**config.mk**
```make
export PLATFORM = sky130hd
export DESIGN_NAME = ppa_prefix_pipe
export DESIGN_NICKNAME = d
export VERILOG_FILES = /design/src/rtl/ppa_pkg.sv /design/src/rtl/ppa_prefix_tree.sv /design/src/rtl/ppa_prefix_pipe.sv
export SDC_FILE = /design/constraint.sdc
export NUM_CORES = 1
export LEC_CHECK = 0
export ABC_AREA = 1
export CAP_MARGIN = 5
export CORE_MARGIN = 2
export CORE_UTILIZATION = 45
export CTS_BUF_LIST = sky130_fd_sc_hd__clkbuf_2 sky130_fd_sc_hd__clkbuf_4 sky130_fd_sc_hd__clkbuf_8
export DETAILED_ROUTE_END_ITERATION = 10
export HOLD_SLACK_MARGIN = 0.05
export PLACE_DENSITY = 0.75
export SYNTH_ARGS = -nofsm -noshare
export SYNTH_HDL_FRONTEND = slang
export SYNTH_HIERARCHICAL = 1
export SYNTH_SLANG_ARGS = --single-unit
```
**constraint.sdc**
```tcl
create_clock -name clk -period 2.9 [get_ports clk]
set_input_delay 0.58 -clock clk [delete_from_list [all_inputs] [get_ports clk]]
set_output_delay 0.58 -clock clk [all_outputs]
set_load 0.01 [all_outputs]
```
**src/rtl/ppa_pkg.sv**
```systemverilog
// Shared definitions for the pipelined parallel-prefix adder second stage:
// default operand width, the prefix combine operator and the S1 payload layout.
package ppa_pkg;

    localparam int unsigned PPA_WIDTH = 4;

    // Combine a higher (gh,ph) group with the adjacent lower (gl,pl) group; returns {G,P}.
    function automatic logic [1:0] prefix_op(input logic gh, input logic ph,
                                             input logic gl, input logic pl);
        return {gh | (ph & gl), ph & pl};
    endfunction

    // S1 payload at the default width; gg/pp hold the [i:0] group prefixes.
    typedef struct packed {
        logic [PPA_WIDTH-1:0] h;
        logic                 eac;
        logic                 cin_eff;
        logic [PPA_WIDTH-1:0] gg;
        logic [PPA_WIDTH-1:0] pp;
    } ppa_s1_t;

endpackage

```
**src/rtl/ppa_prefix_tree.sv**
```systemverilog
// Combinational Kogge-Stone prefix network: for every bit i, produces the
// group generate/propagate of the span [i:0].
module ppa_prefix_tree
    import ppa_pkg::*;
#(
    parameter int unsigned WIDTH  = PPA_WIDTH,
    parameter int unsigned LEVELS = $clog2(WIDTH)
) (
    input  logic [WIDTH-1:0] g,
    input  logic [WIDTH-1:0] p,
    output logic [WIDTH-1:0] gg,
    output logic [WIDTH-1:0] pp
);

    logic [LEVELS:0][WIDTH-1:0] gs;
    logic [LEVELS:0][WIDTH-1:0] ps;

    assign gs[0] = g;
    assign ps[0] = p;

    // Level l merges each bit with the group 2^l positions below; lower bits are already complete.
    for (genvar l = 0; l < LEVELS; l++) begin : g_lvl
        for (genvar i = 0; i < WIDTH; i++) begin : g_bit
            if (i >= (1 << l)) begin : g_op
                assign {gs[l+1][i], ps[l+1][i]} =
                    prefix_op(gs[l][i], ps[l][i], gs[l][i-(1<<l)], ps[l][i-(1<<l)]);
            end else begin : g_pass
                assign gs[l+1][i] = gs[l][i];
                assign ps[l+1][i] = ps[l][i];
            end
        end
    end

    assign gg = gs[LEVELS];
    assign pp = ps[LEVELS];

endmodule

```
**src/rtl/ppa_prefix_pipe.sv**
```systemverilog
// Two-stage prefix carry pipeline: S1 registers the prefix tree result and the
// effective carry-in, S2 registers sum/cout. Supports plain and end-around-carry add.
module ppa_prefix_pipe
    import ppa_pkg::*;
#(
    parameter  int unsigned WIDTH  = PPA_WIDTH,
    localparam int unsigned LEVELS = $clog2(WIDTH)
) (
    input  logic             clk,
    input  logic             rst_n,
    input  logic             in_valid,
    output logic             in_ready,
    input  logic [WIDTH-1:0] h,
    input  logic [WIDTH-1:0] g,
    input  logic [WIDTH-1:0] p,
    input  logic             cin,
    input  logic             eac,
    output logic             out_valid,
    input  logic             out_ready,
    output logic [WIDTH-1:0] sum,
    output logic             cout
);

    typedef struct packed {
        logic [WIDTH-1:0] h;
        logic             eac;
        logic             cin_eff;
        logic [WIDTH-1:0] gg;
        logic [WIDTH-1:0] pp;
    } s1_payload_t;

    logic [WIDTH-1:0] tree_gg;
    logic [WIDTH-1:0] tree_pp;
    s1_payload_t      s1_d;
    s1_payload_t      s1_q;
    logic             v1;
    logic             v2;
    logic             s1_adv;
    logic             accept;
    logic [WIDTH:0]   carry;
    logic [WIDTH-1:0] sum_d;
    logic             cout_d;

    ppa_prefix_tree #(
        .WIDTH  (WIDTH),
        .LEVELS (LEVELS)
    ) u_tree (
        .g  (g),
        .p  (p),
        .gg (tree_gg),
        .pp (tree_pp)
    );

    assign s1_adv   = v1 && (!v2 || out_ready);
    assign in_ready = !v1 || s1_adv;
    assign accept   = in_valid && in_ready;

    // In end-around mode the carry-in is the full-width group generate.
    always_comb begin
        s1_d.h       = h;
        s1_d.eac     = eac;
        s1_d.cin_eff = eac ? tree_gg[WIDTH-1] : cin;
        s1_d.gg      = tree_gg;
        s1_d.pp      = tree_pp;
    end

    always_comb begin
        carry    = '0;
        carry[0] = s1_q.cin_eff;
        for (int unsigned i = 0; i < WIDTH; i++) begin
            carry[i+1] = s1_q.gg[i] | (s1_q.pp[i] & s1_q.cin_eff);
        end
        sum_d  = s1_q.h ^ carry[WIDTH-1:0];
        cout_d = s1_q.eac ? s1_q.gg[WIDTH-1] : carry[WIDTH];
    end

    always_ff @(posedge clk or negedge rst_n) begin
        if (!rst_n) begin
            v1   <= 1'b0;
            s1_q <= '0;
        end else begin
            v1 <= accept || (v1 && !s1_adv);
            if (accept) begin
                s1_q <= s1_d;
            end
        end
    end

    always_ff @(posedge clk or negedge rst_n) begin
        if (!rst_n) begin
            v2   <= 1'b0;
            sum  <= '0;
            cout <= 1'b0;
        end else begin
            v2 <= s1_adv || (v2 && !out_ready);
            if (s1_adv) begin
                sum  <= sum_d;
                cout <= cout_d;
            end
        end
    end

    assign out_valid = v2;

endmodule
```
==> results.toml, run 1 <==
[cts]
cts_buffers = 3
tritoncts = "done"
cts.path.max_buffers = 2
hold_buffers = 0
worst_path_clk_slew_ns = 0.11
postCtsResizedCells = 0
clkSinkCount = 21
worstSkewPairLatency_ns = 0.30
htree_num_levels = 1
cts_root_buf = "clkbuf_4"
post-cts-setup-buffers = 0

[worst_setup_path]
setup.worst_path.class = "input pin to primary output"
crit_path_cell_trace = "clkdlybuf4s50_1, inv_1, nand3_2, clkdlybuf4s50_1"
r2r_slack_ns = 1.80
r2r.worst_path.cells = 5
worstReg2RegStart = "out_valid"
critPathMaxFanout = 3
worstSetupStartpointType = "input pin"
worstSetupEndpoint = "in_ready"
arrival_ns = 1.74
data_required_time_of_the_critical_path_ns = 2.32
worstReg2RegEnd = "s1_q[12]"
crit_path_end_kind = "primary output"
crit_top_cell = "clkdlybuf4s50_1"
crit_path_max_incr_delay_ns = 0.54
slowest_stage = "clkdlybuf4s50_1"
crit_path_start = "out_ready"

[placed_design]
dpl-instance-area_um2 = 1230
placed_cells = 177
gp_routability_congestion = 0.781
preCtsSetupSlack_ns = 0.568
port_buffers = 24
dpl.hpwl_mm = 1.31

[grt]
grt_max_degree = 22
antenna_violations_before_repair = 0
globalRouteOverflowTotal = 0
groute.usage.overall_pct = 15.0
vias_in_the_first_global_route = 710
wire_length_of_the_first_global_routing_pass_mm = 2.93

[die]
die-height_um = 50.9
fp.dieW_um = 50.9
die-area_um2 = 2590
initial_core_util_pct = 49.0
rows = 16
num_io_pins = 25
core_footprint_um2 = 2020

[layout]
antenna-diode-count = 0
layoutNonFillerInstCount = 181
flow.area_growth_from_synthesis_pct = 27.3
stdcell_area_um2 = 1260
post_route_cells_drive_above_1_share_pct = 5.19
design.final.nets = 173

[logic_synthesis]
synth_sequential_area_ratio_pct = 53.0
synth.mux.area_fraction_pct = 0
synth-warning-count = 6
synth-compound-area-share_pct = 3.54
yosys.area_share.xor_xnor_pct = 0.884
postSynthCellCount = 130
async_flop_share_pct = 100
ys_top_cells_by_count = "nand2_1 (69), dfrtp_1 (21), inv_1 (15)"
dominant_combinational_cell_family_by_area_after_synthesis = "simple AND/OR/NAND/NOR gates"
synth_ff_type = "dfrtp_1"
synth.most_common_cell = "nand2_1"
post_synth_main_area_contributors = "dfrtp_1 (53%), nand2_1 (26%), inv_1 (5.7%)"
ys_seq_elements = 21
post_synth_fa_ha_maj_area_fraction_pct = 0
synth.top_cell.area_share_pct = 53.0
count_of_flip_flops_with_a_built_in_enable_after_synthesis = 0
netlist_area_um2 = 991
post_synth_and_or_nand_nor_area_fraction_pct = 33.1
synthDominantAreaCellType = "dfrtp_1"
syn-mean-instance-area_um2 = 7.62
synthDistinctLibCells = 15
mappedNetlistNets = 148

[sta]
worst_slack_ns = 0.578
timing.final.crit_period_ns = 2.32
worst_hold_slack_ns = 0.489
final.period_utilization_pct = 80.1
worst-slew-pin-transition_ns = 0.887
fin_skew_ns = 0.00307
hold_violation_total_from_the_final_report = 0
tns_ns = 0
setup_violations = 0
grt_setup_unrepaired = "no"
timing.final.max_slew_violations = 0
maxSlewHeadroom_pct = 40.7
max_freq_mhz = 431

[worst_hold_path]
hold_start = "s1_q[4]"
holdCritPathClass = "flop to flop"

[power]
powerDensity_nw_per_um2 = 543
worst_vdd_ir_mv = 0.254
p_leak_nw = 0.685

[drt]
drt_iter0_drc = 13
drt_wl_total_mm = 1.72
routedWlPerCell_um = 9.51
vias = 818
firstDrtPassIters = 4
detail-route-antenna-nets = 0
route.detailed.vias_per_inst = 4.52
drt_drc_violations_left = 0

[flow_run]
max-cap-violations = 0

[run_status]
outcome = "finished clean"
cell usage in the layout, fill, tap and decap left out:
cell type / n
nand2_2: 1
a21oi_1: 2
nand2_1: 69
inv_2: 1
nand3_2: 1
dfrtp_1: 21
nand2_4: 1
inv_1: 15
clkbuf_4: 4
nor2_1: 3
clkdlybuf4s50_1: 24
nand3_1: 6
xnor2_1: 1
o21ai_0: 4
o21ai_1: 1
sequential cells by signal, indices dropped and copies added, names as in the netlist:
signal,cells
carry,1
out_valid,1
sum,4
s1_q,13
v1,1
cout,1
worst max-delay path, delay by kind of cell:
family,cells,cell delay (ns)
and+or+nand+nor,1,0.10
buffers and inverters,3,1.07
layout make-up:
cell class / count / area [um2]
clock buffers: 4 / 30.0
inverters: 16 / 60.1
flip-flops and latches: 21 / 526
fillers: 193 / 761
multi-input cells: 89 / 372
well taps: 27 / 33.8
repair buffers: 24 / 240
how the worst min path moves through the flow:
| stage | end | slack [ns] | cells past startpoint |
|---|---|---|---|
| 6_report | s1_q[4] | 0.49 | 2 |
| 3_5_place_dp | sum[3] | 0.47 | 2 |
| 5_1_grt | s1_q[1] | 0.53 | 2 |
| 4_1_cts | sum[3] | 0.50 | 2 |
| 2_1_floorplan | carry[0] | 0.28 | 0 |
| 3_3_place_gp | cout | 0.46 | 2 |
stage by stage:
| stage | power [mW] | util [%] |
|---|---|---|
| finish | 0.684 | 62.4 |
| global route | 0.728 | 62.4 |
| CTS | 0.693 | 62.4 |
| detailed placement | 0.544 | 60.9 |
| global placement | 0.538 | 60.9 |
| floorplan | 0.460 | - |
report_power, final:
group	internal (mW)	switching (mW)	total, mW
registers	0.337	0.0285	0.366
logic	0.0894	0.0802	0.170
clock network	0.0629	0.0863	0.149
kinds of logic after synthesis:
group                  Yosys count
AO/OA/AOI/OAI                    7
XOR/XNOR                         1
buffers and inverters           20
flip-flops                      21
AND/OR/NAND/NOR                 81
routing by layer:
layer	part of all wire, %	GRT usage, %
met5	0	0
met4	1.1	9.46
met3	3.6	1.75
met2	50	24.2
met1	45	18.9
No activity file was read; power rests on OpenSTA's default activity.
==> run 2, diff against run 1 <==
==> constraint.sdc (replaced) <==
create_clock -name clk -period 2.2 [get_ports clk]
set_input_delay 0.44 -clock clk [delete_from_list [all_inputs] [get_ports clk]]
set_output_delay 0.44 -clock clk [all_outputs]
set_load 0.01 [all_outputs]
==> run 2 against run 1 <==
Effect of this change: first-iteration DRC count is the same; wire length grew 2.2%; sequential power grew 32%; hold slack lost 0.029 ns; register-to-register slack lost 0.70 ns; critical path type unchanged; critical endpoint unchanged.
==> results.toml, run 2 (synthesis gave the netlist of run 1 again) <==
[worst_setup_path]
arrival_ns = 1.60
critPathMaxFanout = 3
crit_path_end_kind = "primary output"
r2r_slack_ns = 1.10
worstReg2RegEnd = "s1_q[9]"
r2r.worst_path.cells = 5
data_required_time_of_the_critical_path_ns = 1.76
setup.worst_path.class = "input pin to primary output"
worstSetupStartpointType = "input pin"
worstReg2RegStart = "out_valid"

[cts]
worst_path_clk_slew_ns = 0.12
hold_buffers = 0
tritoncts = "done"
postCtsResizedCells = 0
htree_num_levels = 1
cts.path.max_buffers = 2
cts_root_buf = "clkbuf_4"
clkSinkCount = 21
post-cts-setup-buffers = 0
worstSkewPairLatency_ns = 0.30
cts_buffers = 3

[placed_design]
placed_cells = 178
port_buffers = 24
dpl-instance-area_um2 = 1240
dpl.hpwl_mm = 1.38
gp_routability_congestion = 0.779

[power]
fin_total_pwr_uw = 891
power.share.sequential_pct = 54.2
powerDensity_nw_per_um2 = 704
p_leak_nw = 0.690
power_switching_share_pct = 29.2
combPwrFrac_pct = 25.4
p_int_uw = 631
p_switching_uw = 260
clock_power_share_pct = 20.4
worst_vdd_ir_mv = 0.355

[drt]
route.detailed.vias_per_inst = 4.49
drt_iter0_drc = 13
firstDrtPassIters = 4
drt_drc_violations_left = 0
vias = 817
drt_wl_total_mm = 1.76
routedWlPerCell_um = 9.67
detail-route-antenna-nets = 0

[sta]
worst-slew-pin-transition_ns = 0.362
setup_violations = 0
final.period_utilization_pct = 92.9
timing.final.crit_period_ns = 2.04
fin_skew_ns = 0.00323
maxSlewHeadroom_pct = 75.9
max_freq_mhz = 489
hold_violation_total_from_the_final_report = 0
tns_ns = 0
grt_setup_unrepaired = "no"
timing.final.max_slew_violations = 0

[layout]
layoutNonFillerInstCount = 182
fillers = 191
layout.cells.most_common = "nand2_1"
post_route_cells_drive_above_1_share_pct = 5.81
largest_register = "s1_q"
stdcell_area_um2 = 1270
reg.largest.list = "s1_q x13, sum x4"
layout.cells.most_common_list = "nand2_1 (69), clkdlybuf4s50_1 (24), dfrtp_1 (21)"
flow.area_growth_from_synthesis_pct = 27.8
antenna-diode-count = 0
design.final.nets = 174
largest_register_ffs = 13

[grt]
globalRouteOverflowTotal = 0
grt_max_degree = 22
wire_length_of_the_first_global_routing_pass_mm = 3.22
groute.usage.overall_pct = 16.3
antenna_violations_before_repair = 0
vias_in_the_first_global_route = 759

[die]
initial_core_util_pct = 49.0
rows = 16
core_footprint_um2 = 2020
num_io_pins = 25
fp.dieW_um = 50.9
die-height_um = 50.9
die-area_um2 = 2590

[flow_run]
max-cap-violations = 0

[run_status]
outcome = "finished clean"

[worst_hold_path]
holdCritPathClass = "input pin to async pin"
[run 2: changes by cell type in the layout (fill, tap and decap cells not counted)]
cell,delta
clkinv_2,+1
buf_4,+1
clkbuf_4,-1
[run 2: worst max-delay path: stages]
cell and delay (ns):
clkdlybuf4s50_1 0.46, inv_1 0.07, nand3_2 0.10, clkdlybuf4s50_1 0.54
[run 2: per-layer routing]
metal	track usage [%]	wire length [um]
met1	20.0	769
met5	0	0
met2	28.1	899
met3	1.75	71
met4	8.11	20
[run 2: metrics by stage]
stage	util (%)	hold slack (ns)	worst slack (ns)
CTS	62.6	0.460	0.146
finish	62.6	0.460	0.156
global route	62.6	0.487	0.113
global placement	61.3	0.461	0.171
detailed placement	61.3	0.465	0.149
floorplan	-	0.144	1.06
[run 2: power by group through the flow]
stage | Sequential (mW) | Combinational [mW] | Clock, mW
after detailed placement | 0.492 | 0.230 | 0
final | 0.483 | 0.227 | 0.181
after global placement | 0.489 | 0.222 | 0
after floorplan | 0.497 | 0.109 | 0
after global routing | 0.493 | 0.257 | 0.204
after CTS | 0.484 | 0.230 | 0.189
[run 2: worst max path at each step]
| stage | from | end | depth (start not counted) |
|---|---|---|---|
| floorplan | out_ready | s1_q[5] | 7 |
| global placement | out_ready | in_ready | 4 |
| detailed placement | out_ready | in_ready | 4 |
| CTS | out_ready | in_ready | 4 |
| global route | out_ready | in_ready | 4 |
| finish | out_ready | in_ready | 4 |
[run 2: layout make-up]
class	count	area (um2)	share of cell area [%]
Sequential cell	21	526	41.5
Multi-Input combinational cell	89	372	29.3
Timing Repair Buffer	25	248	19.6
Inverter	16	60.1	4.74
Tap cell	27	33.8	2.67
Clock buffer	3	22.5	1.78
Clock inverter	1	5.00	0.395
==> run 3, diff against run 2 <==
--- a/config.mk
+++ b/config.mk
@@ -13,6 +13,8 @@
 export DETAILED_ROUTE_END_ITERATION = 10
 export HOLD_SLACK_MARGIN = 0.05
 export PLACE_DENSITY = 0.75
+export REMOVE_ABC_BUFFERS = 1
+export SKIP_LAST_GASP = 1
 export SYNTH_ARGS = -nofsm -noshare
 export SYNTH_HDL_FRONTEND = slang
 export SYNTH_HIERARCHICAL = 1
==> run 3 against run 2 <==
Effect of this change: clock-buffer cell count stayed put; register-to-register slack worse by 0.04 ns; sequential cell count stayed put; fmax is 0.84% lower; design area stayed put; core utilization stayed put; via count is 4.3% higher; non-clock buffer count stayed put; critical path depth stayed put; global-route usage is 1.2 points lower; hold slack better by 0.019 ns; critical path type unchanged; largest power group unchanged.
==> results.toml, run 3 (synthesis gave the netlist of run 1 again) <==
[worst_setup_path]
setup.worst_path.class = "input pin to primary output"
arrival_ns = 1.62
data_required_time_of_the_critical_path_ns = 1.76
crit_path_end_kind = "primary output"
worstSetupStartpointType = "input pin"
critPathMaxFanout = 3

[drt]
drt_wl_total_mm = 1.81
vias = 852
route.detailed.vias_per_inst = 4.68
drt_iter0_drc = 16
firstDrtPassIters = 4
detail-route-antenna-nets = 0
drt_drc_violations_left = 0
routedWlPerCell_um = 9.92

[placed_design]
dpl.hpwl_mm = 1.39
preCtsSetupSlack_ns = 0.137
gp_routability_congestion = 0.761
port_buffers = 24

[die]
rows = 16
die-area_um2 = 2590
core_footprint_um2 = 2020
num_io_pins = 25
fp.dieW_um = 50.9
initial_core_util_pct = 49.0
die-height_um = 50.9

[power]
clock_power_share_pct = 20.3
worst_vdd_ir_mv = 0.371
power.share.sequential_pct = 54.2
combPwrFrac_pct = 25.4
p_leak_nw = 0.690
p_switching_uw = 260
power_switching_share_pct = 29.2
powerDensity_nw_per_um2 = 704
fin_total_pwr_uw = 891
p_int_uw = 631

[layout]
flow.area_growth_from_synthesis_pct = 27.8
largest_register_ffs = 13
multiInputGateArea_um2 = 372
largest_register = "s1_q"
fin_util_pct = 62.6
layout.cells.most_common = "nand2_1"
fillers = 180
design.final.nets = 174
reg.largest.list = "s1_q x13, sum x4"
area.sequential_um2 = 526
antenna-diode-count = 0
post_route_cells_drive_above_1_share_pct = 5.81
layout.cells.most_common_list = "nand2_1 (69), clkdlybuf4s50_1 (24), dfrtp_1 (21)"

[grt]
wire_length_of_the_first_global_routing_pass_mm = 2.97
groute.usage.overall_pct = 15.1
globalRouteOverflowTotal = 0
antenna_violations_before_repair = 0
vias_in_the_first_global_route = 707
grt_max_degree = 22

[cts]
worstSkewPairLatency_ns = 0.30
postCtsResizedCells = 0
htree_num_levels = 1
cts_buffers = 3
tritoncts = "done"
post-cts-setup-buffers = 0
cts.path.max_buffers = 2
cts_root_buf = "clkbuf_4"
hold_buffers = 0
clkSinkCount = 21
worst_path_clk_slew_ns = 0.12

[sta]
hold_violation_total_from_the_final_report = 0
worst-slew-pin-transition_ns = 0.397
final.period_utilization_pct = 93.7
timing.final.max_slew_violations = 0
grt_setup_unrepaired = "no"
maxSlewHeadroom_pct = 73.5
worst_slack_ns = 0.138
fin_skew_ns = 0.00731
tns_ns = 0
max_freq_mhz = 485
setup_violations = 0
timing.final.crit_period_ns = 2.06

[flow_run]
max-cap-violations = 0

[worst_hold_path]
holdCritPathClass = "input pin to async pin"

[run_status]
outcome = "finished clean"
==> run 3: cell counts in the layout (fill, tap and decap cells not counted) <==
Identical to the previous run, type by type.
==> run 3: per-stage QoR <==
step,instance area (um2),cells,hold WS (ns)
floorplan,957,126,0.144
global placement,1240,178,0.462
detailed placement,1240,178,0.465
CTS,1270,182,0.488
global route,1270,182,0.484
finish,1270,182,0.479
==> run 3: worst paths after layout <==
check | start | endpoint | slack (ns) | cells after the start
max in group asynchronous | rst_n | s1_q[0] | 1.51 | 2
worst max-delay path | out_ready | in_ready | 0.14 | 4
worst min-delay path | rst_n | s1_q[6] | 0.48 | 2
min in group clk | sum[3] | sum[3] | 0.49 | 2
worst max register to register | out_valid | s1_q[5] | 1.06 | 5
worst min register to register | sum[3] | sum[3] | 0.49 | 2
==> run 3: layout make-up <==
class	count	share of cell area (%)
Clock buffer	3	1.78
Clock inverter	1	0.395
Inverter	16	4.74
Multi-Input combinational cell	89	29.3
Sequential cell	21	41.5
Tap cell	27	2.67
Timing Repair Buffer	25	19.6
==> run 3: metal layers <==
| layer | up-vias | part of all wire [%] | GRT usage [%] |
|---|---|---|---|
| li1 | 439 | - | - |
| met1 | 384 | 48 | 19.6 |
| met2 | 27 | 46 | 25.3 |
| met3 | 2 | 4.7 | 1.75 |
| met4 | 0 | 1.2 | 6.76 |
| met5 | - | 0 | 0 |
==> run 3: power groups by stage <==
stage,Combinational [mW],Sequential (mW),Clock [mW]
after floorplan,0.102,0.497,0
after global placement,0.224,0.488,0
after detailed placement,0.229,0.491,0
after CTS,0.230,0.484,0.185
after global routing,0.255,0.491,0.204
final,0.227,0.483,0.181
==> run 3: critical path, stage by stage <==
cell	delay, ns
clkdlybuf4s50_1	0.45
inv_1	0.07
nand3_2	0.11
clkdlybuf4s50_1	0.55
